<file path="src/rtl/spi_xfer_queue.sv">
// Small first-word-fall-through FIFO with explicit occupancy count.
// Latency: one cycle from push to head visible.
// Backpressure: o_full blocks further pushes, and a pop when empty is ignored.
module spi_xq_fifo #(
    parameter int WIDTH = 8,
    parameter int DEPTH = 4
) (
    input  logic             i_clk,
    input  logic             i_reset,
    input  logic             i_push,
    input  logic [WIDTH-1:0] i_push_dat,
    input  logic             i_pop,
    output logic [WIDTH-1:0] o_head_dat,
    output logic             o_full,
    output logic             o_empty
);
    localparam int AW = $clog2(DEPTH);
    localparam int CW = AW + 1;

    logic [WIDTH-1:0] r_mem [DEPTH];
    logic [AW-1:0]    r_wr_ptr;
    logic [AW-1:0]    r_rd_ptr;
    logic [CW-1:0]    r_count;
    logic             w_push;
    logic             w_pop;

    assign o_full  = (r_count == CW'(DEPTH));
    assign o_empty = (r_count == '0);
    assign w_push  = i_push && !o_full;
    assign w_pop   = i_pop && !o_empty;

    // Power-of-two depth lets the pointers wrap by natural overflow.
    always_ff @(posedge i_clk) begin
        if (i_reset) begin
            r_wr_ptr <= '0;
            r_rd_ptr <= '0;
            r_count  <= '0;
        end else begin
            if (w_push) begin
                r_wr_ptr <= r_wr_ptr + 1'b1;
            end
            if (w_pop) begin
                r_rd_ptr <= r_rd_ptr + 1'b1;
            end
            case ({w_push, w_pop})
                2'b10:   r_count <= r_count + 1'b1;
                2'b01:   r_count <= r_count - 1'b1;
                default: r_count <= r_count;
            endcase
        end
    end

    always_ff @(posedge i_clk) begin
        if (w_push) begin
            r_mem[r_wr_ptr] <= i_push_dat;
        end
    end

    assign o_head_dat = o_empty ? '0 : r_mem[r_rd_ptr];
endmodule

// Queued SPI command front-end: CMD FIFO -> one transfer at a time on spi_master -> RSP FIFO.
// Latency: a command accepted in cycle 0 with the queue empty is requested on the SPI side in cycle 2.
// Backpressure: cmd_ready drops when the CMD FIFO is full; no issue while the RSP FIFO has no free slot.
module spi_xfer_queue #(
    parameter int CMD_DEPTH    = 4,
    parameter int RSP_DEPTH    = 4,
    parameter int BUSY_TIMEOUT = 255
) (
    input  logic        i_clk,
    input  logic        i_reset,
    input  logic        i_cmd_valid,
    output logic        o_cmd_ready,
    input  logic [31:0] i_cmd_data,
    input  logic [5:0]  i_cmd_nbits,
    output logic        o_rsp_valid,
    input  logic        i_rsp_ready,
    output logic [31:0] o_rsp_data,
    output logic        o_rsp_err,
    output logic [31:0] o_spi_mosi_data,
    output logic [5:0]  o_spi_nbits,
    output logic        o_spi_request,
    input  logic [31:0] i_spi_miso_data,
    input  logic        i_spi_ready,
    output logic        o_busy
);
    localparam int TW = $clog2(BUSY_TIMEOUT + 1);

    typedef struct packed {
        logic [31:0] data;
        logic [5:0]  nbits;
    } cmd_t;

    typedef struct packed {
        logic        err;
        logic [31:0] data;
    } rsp_t;

    typedef enum logic [2:0] {
        S_IDLE,
        S_CHECK,
        S_ISSUE,
        S_WAIT_BUSY,
        S_WAIT_DONE
    } state_t;

    state_t      r_state;
    state_t      w_state_nxt;
    logic [31:0] r_mosi;
    logic [5:0]  r_nbits;
    logic [TW-1:0] r_tmo;

    cmd_t        w_cmd_in;
    cmd_t        w_cmd_head;
    logic        w_cmd_push;
    logic        w_cmd_pop;
    logic        w_cmd_full;
    logic        w_cmd_empty;
    rsp_t        w_rsp_in;
    rsp_t        w_rsp_head;
    logic        w_rsp_push;
    logic        w_rsp_pop;
    logic        w_rsp_full;
    logic        w_rsp_empty;
    logic        w_nbits_bad;
    logic        w_latch;
    logic        w_tmo_clr;
    logic        w_tmo_inc;
    logic [31:0] w_mask;

    assign w_cmd_in    = '{data: i_cmd_data, nbits: i_cmd_nbits};
    assign w_cmd_push  = i_cmd_valid && o_cmd_ready;
    assign w_rsp_pop   = o_rsp_valid && i_rsp_ready;
    assign w_nbits_bad = (w_cmd_head.nbits == 6'd0) || (w_cmd_head.nbits > 6'd32);
    // r_nbits is 1..32 whenever the mask is used, so the shift is 0..31.
    assign w_mask      = 32'hFFFF_FFFF >> (6'd32 - r_nbits);

    spi_xq_fifo #(.WIDTH($bits(cmd_t)), .DEPTH(CMD_DEPTH)) u_cmd_fifo (
        .i_clk      (i_clk),
        .i_reset    (i_reset),
        .i_push     (w_cmd_push),
        .i_push_dat (w_cmd_in),
        .i_pop      (w_cmd_pop),
        .o_head_dat (w_cmd_head),
        .o_full     (w_cmd_full),
        .o_empty    (w_cmd_empty)
    );

    spi_xq_fifo #(.WIDTH($bits(rsp_t)), .DEPTH(RSP_DEPTH)) u_rsp_fifo (
        .i_clk      (i_clk),
        .i_reset    (i_reset),
        .i_push     (w_rsp_push),
        .i_push_dat (w_rsp_in),
        .i_pop      (w_rsp_pop),
        .o_head_dat (w_rsp_head),
        .o_full     (w_rsp_full),
        .o_empty    (w_rsp_empty)
    );

    always_ff @(posedge i_clk) begin
        if (i_reset) begin
            r_state <= S_IDLE;
        end else begin
            r_state <= w_state_nxt;
        end
    end

    always_comb begin
        w_state_nxt   = r_state;
        w_cmd_pop     = 1'b0;
        w_rsp_push    = 1'b0;
        w_rsp_in      = '{err: 1'b0, data: 32'd0};
        w_latch       = 1'b0;
        w_tmo_clr     = 1'b0;
        w_tmo_inc     = 1'b0;
        o_spi_request = 1'b0;
        case (r_state)
            S_IDLE: begin
                // Only one transfer is ever in flight, and it exists only outside IDLE,
                // so a non-full RSP FIFO here guarantees room for its result.
                if ((!w_cmd_empty || w_cmd_push) && !w_rsp_full) begin
                    w_state_nxt = S_CHECK;
                end
            end
            S_CHECK: begin
                w_cmd_pop = 1'b1;
                if (w_nbits_bad) begin
                    w_rsp_push  = 1'b1;
                    w_rsp_in    = '{err: 1'b1, data: 32'd0};
                    w_state_nxt = S_IDLE;
                end else begin
                    w_latch     = 1'b1;
                    w_state_nxt = S_ISSUE;
                end
            end
            S_ISSUE: begin
                if (i_spi_ready && !i_reset) begin
                    o_spi_request = 1'b1;
                    w_tmo_clr     = 1'b1;
                    w_state_nxt   = S_WAIT_BUSY;
                end
            end
            S_WAIT_BUSY: begin
                if (!i_spi_ready) begin
                    w_state_nxt = S_WAIT_DONE;
                end else if (r_tmo == TW'(BUSY_TIMEOUT)) begin
                    w_rsp_push  = 1'b1;
                    w_rsp_in    = '{err: 1'b1, data: 32'd0};
                    w_state_nxt = S_IDLE;
                end else begin
                    w_tmo_inc = 1'b1;
                end
            end
            S_WAIT_DONE: begin
                if (i_spi_ready) begin
                    w_rsp_push  = 1'b1;
                    w_rsp_in    = '{err: 1'b0, data: i_spi_miso_data & w_mask};
                    w_state_nxt = S_IDLE;
                end
            end
            default: w_state_nxt = S_IDLE;
        endcase
    end

    always_ff @(posedge i_clk) begin
        if (i_reset) begin
            r_mosi  <= '0;
            r_nbits <= '0;
            r_tmo   <= '0;
        end else begin
            if (w_latch) begin
                r_mosi  <= w_cmd_head.data;
                r_nbits <= w_cmd_head.nbits;
            end
            if (w_tmo_clr) begin
                r_tmo <= '0;
            end else if (w_tmo_inc) begin
                r_tmo <= r_tmo + 1'b1;
            end
        end
    end

    assign o_cmd_ready     = !w_cmd_full;
    assign o_rsp_valid     = !w_rsp_empty;
    assign o_rsp_data      = w_rsp_head.data;
    assign o_rsp_err       = w_rsp_head.err;
    assign o_spi_mosi_data = r_mosi;
    assign o_spi_nbits     = r_nbits;
    assign o_busy          = !w_cmd_empty || !w_rsp_empty || (r_state != S_IDLE);
endmodule
</file>
<file path="config.mk">
export PLATFORM = sky130hd
export DESIGN_NAME = spi_xfer_queue
export DESIGN_NICKNAME = d
export VERILOG_FILES = /design/src/rtl/spi_xfer_queue.sv
export SDC_FILE = /design/constraint.sdc
export NUM_CORES = 1
export LEC_CHECK = 0
export ABC_CLOCK_PERIOD_IN_PS = 3500
export CORE_MARGIN = 2
export CORE_UTILIZATION = 56
export CTS_CLUSTER_DIAMETER = 100
export DETAILED_ROUTE_END_ITERATION = 10
export PLACE_DENSITY = 0.91
export SLEW_MARGIN = 20
export SYNTH_ARGS = -nofsm -noshare
export SYNTH_HDL_FRONTEND = slang
export SYNTH_SLANG_ARGS = --single-unit
</file>
<file path="constraint.sdc">
create_clock -name i_clk -period 3.5 [get_ports i_clk]
set_clock_uncertainty 0.15 [all_clocks]
set_input_delay 0.7 -clock i_clk [delete_from_list [all_inputs] [get_ports i_clk]]
set_output_delay 0.7 -clock i_clk [all_outputs]
set_load 0.02 [all_outputs]
</file>
# After elaboration in Yosys (flattened, before gate mapping)
# Memory sizes are Yosys's and may differ from the RTL's. A register that Yosys moved wholly into a read port is not among the register bits.
# Index checks and enable logic that the tools add are counted.
[classes]
n_eq_ne = 15
add_sub_neg = 10
reduce_logical = 26
n_shift = 1
muxes = 37
magnitude_cmp = 1
n_bitwise = 1
[ops]
columns = ["cell", "n"]
rows = [
  ["2-to-1 mux 33 bit", 4],
  ["case mux 33 bit (3 select lines)", 1],
  ["2-to-1 mux 38 bit", 1],
  ["bitwise AND 32 bit", 1],
  ["2-to-1 mux 32 bit", 1],
  [">> shifter 32 x 6 -> 32 bit (first input constant)", 1],
  ["2-to-1 mux 1 bit", 16],
  ["2-to-1 mux 3 bit", 5],
  ["case mux 3 bit (5 select lines)", 1],
  ["case mux 3 bit (2 select lines)", 2],
  ["2-to-1 mux 2 bit", 5],
  ["== test 3 bit (second input constant)", 3],
  ["logical NOT 3 bit", 3],
  ["adder 2 x 1 -> 2 bit (second input constant)", 4],
  ["adder 8 x 1 -> 8 bit (second input constant)", 1],
  ["== test 8 bit (second input constant)", 1],
  ["logical AND 1 bit", 8],
  ["adder 3 x 1 -> 3 bit (second input constant)", 2],
  ["== test 3 x 2 -> 1 bit (second input constant)", 2],
  ["greater-than comparator 6 bit (second input constant)", 1],
  ["logical NOT 6 bit", 1],
  ["!= test 2 bit (second input constant)", 3],
  ["subtractor 3 x 1 -> 3 bit (second input constant)", 2],
  ["subtractor 6 bit (first input constant)", 1],
  ["other kinds (11)", 21],
]
[totals]
ff_bits = 63
mem_count = 2
elab_cells = 103
mem_bits_rw = 284
in_bits = 75
output_inout_bits = 75
[memory_table]
columns = ["name", "words", "width", "rd", "rd_ports_with_merged_regs", "write_ports", "line_no", "rtl"]
rows = [
  ["u_cmd_fifo.r_mem", 4, 38, 1, 1, 1, "20", "logic [WIDTH-1:0] r_mem [DEPTH];"],
  ["u_rsp_fifo.r_mem", 4, 33, 1, 1, 1, "20", ""],
]

# Longest topological paths before layout
[depth]
ltp_word = 9
depth_mapped = 13
depth_no_buf = 13

# Hierarchy
# A second synthesis with hierarchy kept.
[hier_totals]
cells_unflattened = 906
area_unflattened_um2 = 14645.3
[modules_own_cells]
columns = ["module", "area_per_inst_um2", "cells_per_inst", "seq_area_each_um2", "instances"]
rows = [
  ["spi_xq_fifo at u_cmd_fifo", 6208.5, 294, 4744.6, 1],
  ["spi_xq_fifo at u_rsp_fifo", 5470.2, 263, 4144.0, 1],
  ["spi_xfer_queue", 2966.6, 349, 980.9, 1],
]

# Worst setup path after synthesis
# OpenSTA, ideal clock, no wires.
[synth_path]
kind = "register to register"
start = "register with a tool-made name"
end = "memory u_rsp_fifo.r_mem[0][0] (netlist name), enable pin"
path_buffers = 1
stages_incl_launch_ff = 8
required_ns = 2.957
setup_time_ns = 0.393
period_less_slack_ns = 3.190
setup_slack_ns = 0.310
arrival_time_ns = 2.647
path_cell_list = "dfxtp_1 buf_6 mux4_2 nor3_2 and3b_1 nor2_2 a41oi_4 and2_1"
[synth_rtl]
columns = ["item", "line_no"]
rows = [
  ["end, declared", "20"],
]

==> reports/metrics.csv <==
stage;metric;value;unit
status;status;finished clean;
power;peakVddDrop;513.9;uV
routing;vias;7470;
timing;setup_viol;0;
timing;fmax;302.3;MHz
worst_setup_path;path_class;reg2reg;
timing;period_share;0.9452;
power;power_density;653.7;nW/um^2
final_layout;layout-drive-gt1-share;0.1638;
logic_synthesis;ys.flop_type;edfxtp_1;
floorplan;die_w;161.2;um
worst_hold_path;min_to;o_spi_mosi_data[3];
place;gp_congestion;0.7905;
worst_setup_path;arrival;3610;ps
timing;maxSlewHeadroom;0.3453;
worst_setup_path;crit_required;3800;ps
clock_tree;numCtsBuffers;35;
floorplan;num_rows;57;
timing;setup_tns;0;ps
clock_tree;cts-root-buf;clkbuf_16;
final_layout;layout_commonest_cell;edfxtp_1;
worst_setup_path;rr_worst_depth;12;
worst_setup_path;r2r-end;u_rsp_fifo.r_count[2];
logic_synthesis;synth-seq-cells;351;
place;hpwl;17330;um
final_layout;multi_input_area;3715;sq um
routing;ant_nets;0;
global_routing;grt_antenna_before_repair;1;
routing;routed_via_density;5.685;
worst_setup_path;critPathMaxFanout;8;
timing;hold_viol_final;0;
clock_tree;path_clk_slew;60;ps
global_routing;grt_max_degree;61;
power;leakage;5.665;nW
logic_synthesis;synth_area;13850;sq um
logic_synthesis;synth_edf_count;284;
worst_hold_path;hold_depth;2;
global_routing;grt_usage;0.2168;
floorplan;dieArea;26000;sq um
logic_synthesis;ys_top_cells_by_area;edfxtp_1 62%, mux4_2 11%, dfxtp_1 9.7%, mux2i_1 2.8%, nor2_1 2.0%;
clock_tree;cts_max_level;2;
worst_hold_path;hp-start;o_spi_mosi_data[3];
power;power.total;11.12;mW
global_routing;grt_pass1_vias;7900;
routing;routed_wl;27670;um
final_layout;fillers;1517;
clock_tree;cts_hold_buf;0;
worst_setup_path;cp-end-kind;flop;
timing;rsz0062_at_grt;no;
worst_setup_path;crit_path_start_kind;flop;
final_layout;area_growth;22.85;%
routing;drc_errors;0;
final_layout;fin_nets;1054;
final_layout;seqCellArea;9877;sq um
logic_synthesis;syn_inst;787;
worst_setup_path;r2r_setup_slack;190;ps
floorplan;start_util;0.5693;
logic_synthesis;synth_nets;879;
timing;period_needed;3308;ps
floorplan;die_h;161.2;um
logic_synthesis;seq_area_frac_synth;0.7128;
global_routing;grt_overflow;0;
logic_synthesis;synthArstFlopShare;0;
logic_synthesis;synth_top_area_cell;edfxtp_1;
floorplan;core-area;24320;sq um
routing;firstDrtPassIters;4;
logic_synthesis;syn_area_per_cell;17.59;sq um
clock_tree;cts.sinks;351;
place;io_buffers;149;
global_routing;grt_pass1_wl;43140;um
clock_tree;cts_tree;done;
clock_tree;clock_latency;520;ps
flow_run;cap_violations;0;
timing;maxSlewViolCount;0;
final_layout;final_cell_mix;284 x edfxtp_1, 148 x clkdlybuf4s50_1, 73 x nor2_1;
clock_tree;cts.path.max_buffers;3;
worst_hold_path;hold_path_class;reg2reg;
floorplan;io_pins;150;
logic_synthesis;yosysTopAreaCellShare;0.6159;
logic_synthesis;synth_warnings;0;
routing;drt-initial-drc-count;533;
logic_synthesis;synth.distinct_cells;49;
routing;post_drt_wl_per_cell;21.05;um
timing;worstMarginPinSlew;975.0;ps
==> layout make-up <==
cell class                      instances  area share
Sequential cell                       351      0.5807
Clock inverter                         16    0.009783
Multi-Input combinational cell        381      0.2184
Clock buffer                           48     0.05796
Inverter                               19    0.004193
Antenna cell                            1   0.0001471
Timing Repair Buffer                  174      0.1050
Tap cell                              324     0.02383
==> through the flow <==
| stage | setup WS [ps] | instances | cell area [sq um] | util | hold slack [ps] |
|---|---|---|---|---|---|
| after floorplan | 310.1 | 787 | 13850 | - | 316.3 |
| after global placement | 146.0 | 1247 | 15830 | 0.6510 | 321.5 |
| after detailed placement | 1.211 | 1247 | 15830 | 0.6510 | 333.4 |
| after CTS | 5.052 | 1311 | 16990 | 0.6984 | 348.2 |
| after global routing | 49.08 | 1313 | 17010 | 0.6993 | 386.3 |
| final | 191.7 | 1314 | 17010 | 0.6994 | 343.2 |
==> worst max-delay path: stages (launching register included) <==
cell	delay [ps]
dfxtp_4	420
mux4_2	560
nor3_4	260
a21boi_1	160
nor2_2	240
a41oi_4	150
inv_1	90
ha_1	180
inv_1	60
fa_1	370
xor2_1	160
or3_1	310
a21oi_1	130
==> worst max path at each step <==
stage | from | to | slack (ps) | cells past startpoint
finish | flop | u_rsp_fifo.r_count[2] | 190 | 12
global placement | flop | u_rsp_fifo.r_count[2] | 150 | 12
floorplan | flop | u_rsp_fifo.r_mem[0][0] | 310 | 7
CTS | flop | u_rsp_fifo.r_count[2] | 5 | 12
global route | flop | u_rsp_fifo.r_count[2] | 50 | 12
detailed placement | flop | u_rsp_fifo.r_count[2] | 1 | 12
==> routing by layer <==
metal,vias to the layer above,share of wire,GRT usage
met5,-,0,0
met2,336,0.49,0.3658
met4,0,0.023,0.06656
li1,3373,-,-
met3,52,0.090,0.05136
met1,3709,0.39,0.2838
==> logic make-up (layout without fill, tap and decap cells) <==
logic type / count (synthesis) / in the layout / synth area share
flip-flops: 351 / 351 / 0.7128
AND/OR/NAND/NOR: 192 / 192 / 0.07157
multiplexers: 111 / 111 / 0.1456
buffers and inverters: 55 / 257 / 0.01988
AO/OA/AOI/OAI: 42 / 42 / 0.02169
XOR/XNOR: 19 / 19 / 0.01202
adder cells (fa/ha/maj): 17 / 17 / 0.01645
other: 0 / 1 / 0
==> synthesized netlist by cell type (all sizes together), types with 14 or more instances <==
master    n
mux2i    39
edfxtp  284
ha       15
dfxtp    67
o21ai    14
and3     18
nand2    21
and2     41
clkbuf   26
mux4     71
inv      19
nor2     75
==> power breakdown <==
group	internal [mW]	switching [mW]	leakage [nW]
registers	4.86	0.183	3.10
logic	1.15	1.22	1.99
clock network	2.21	1.51	0.572
==> state kept, by name, indices dropped and copies added, names as in the netlist, named ones only <==
| signal | cells |
|---|---|
| o_spi_mosi_data | 32 |
| o_spi_nbits | 6 |
| r_state | 3 |
| r_tmo | 8 |
| u_cmd_fifo.r_count | 3 |
| u_cmd_fifo.r_mem | 152 |
| u_cmd_fifo.r_rd_ptr | 2 |
| u_cmd_fifo.r_wr_ptr | 2 |
| u_rsp_fifo.r_count | 3 |
| u_rsp_fifo.r_mem | 132 |
| u_rsp_fifo.r_rd_ptr | 2 |
| u_rsp_fifo.r_wr_ptr | 2 |
==> repair_timing <==
action                                  4_1_cts  5_1_grt
cloned                                        0        0
pin swaps                                     1        1
buffers inserted                              0        2
endpoints found under the setup margin        1        2
resized for setup                             0        4
Power figures use the tool's default switching activity.
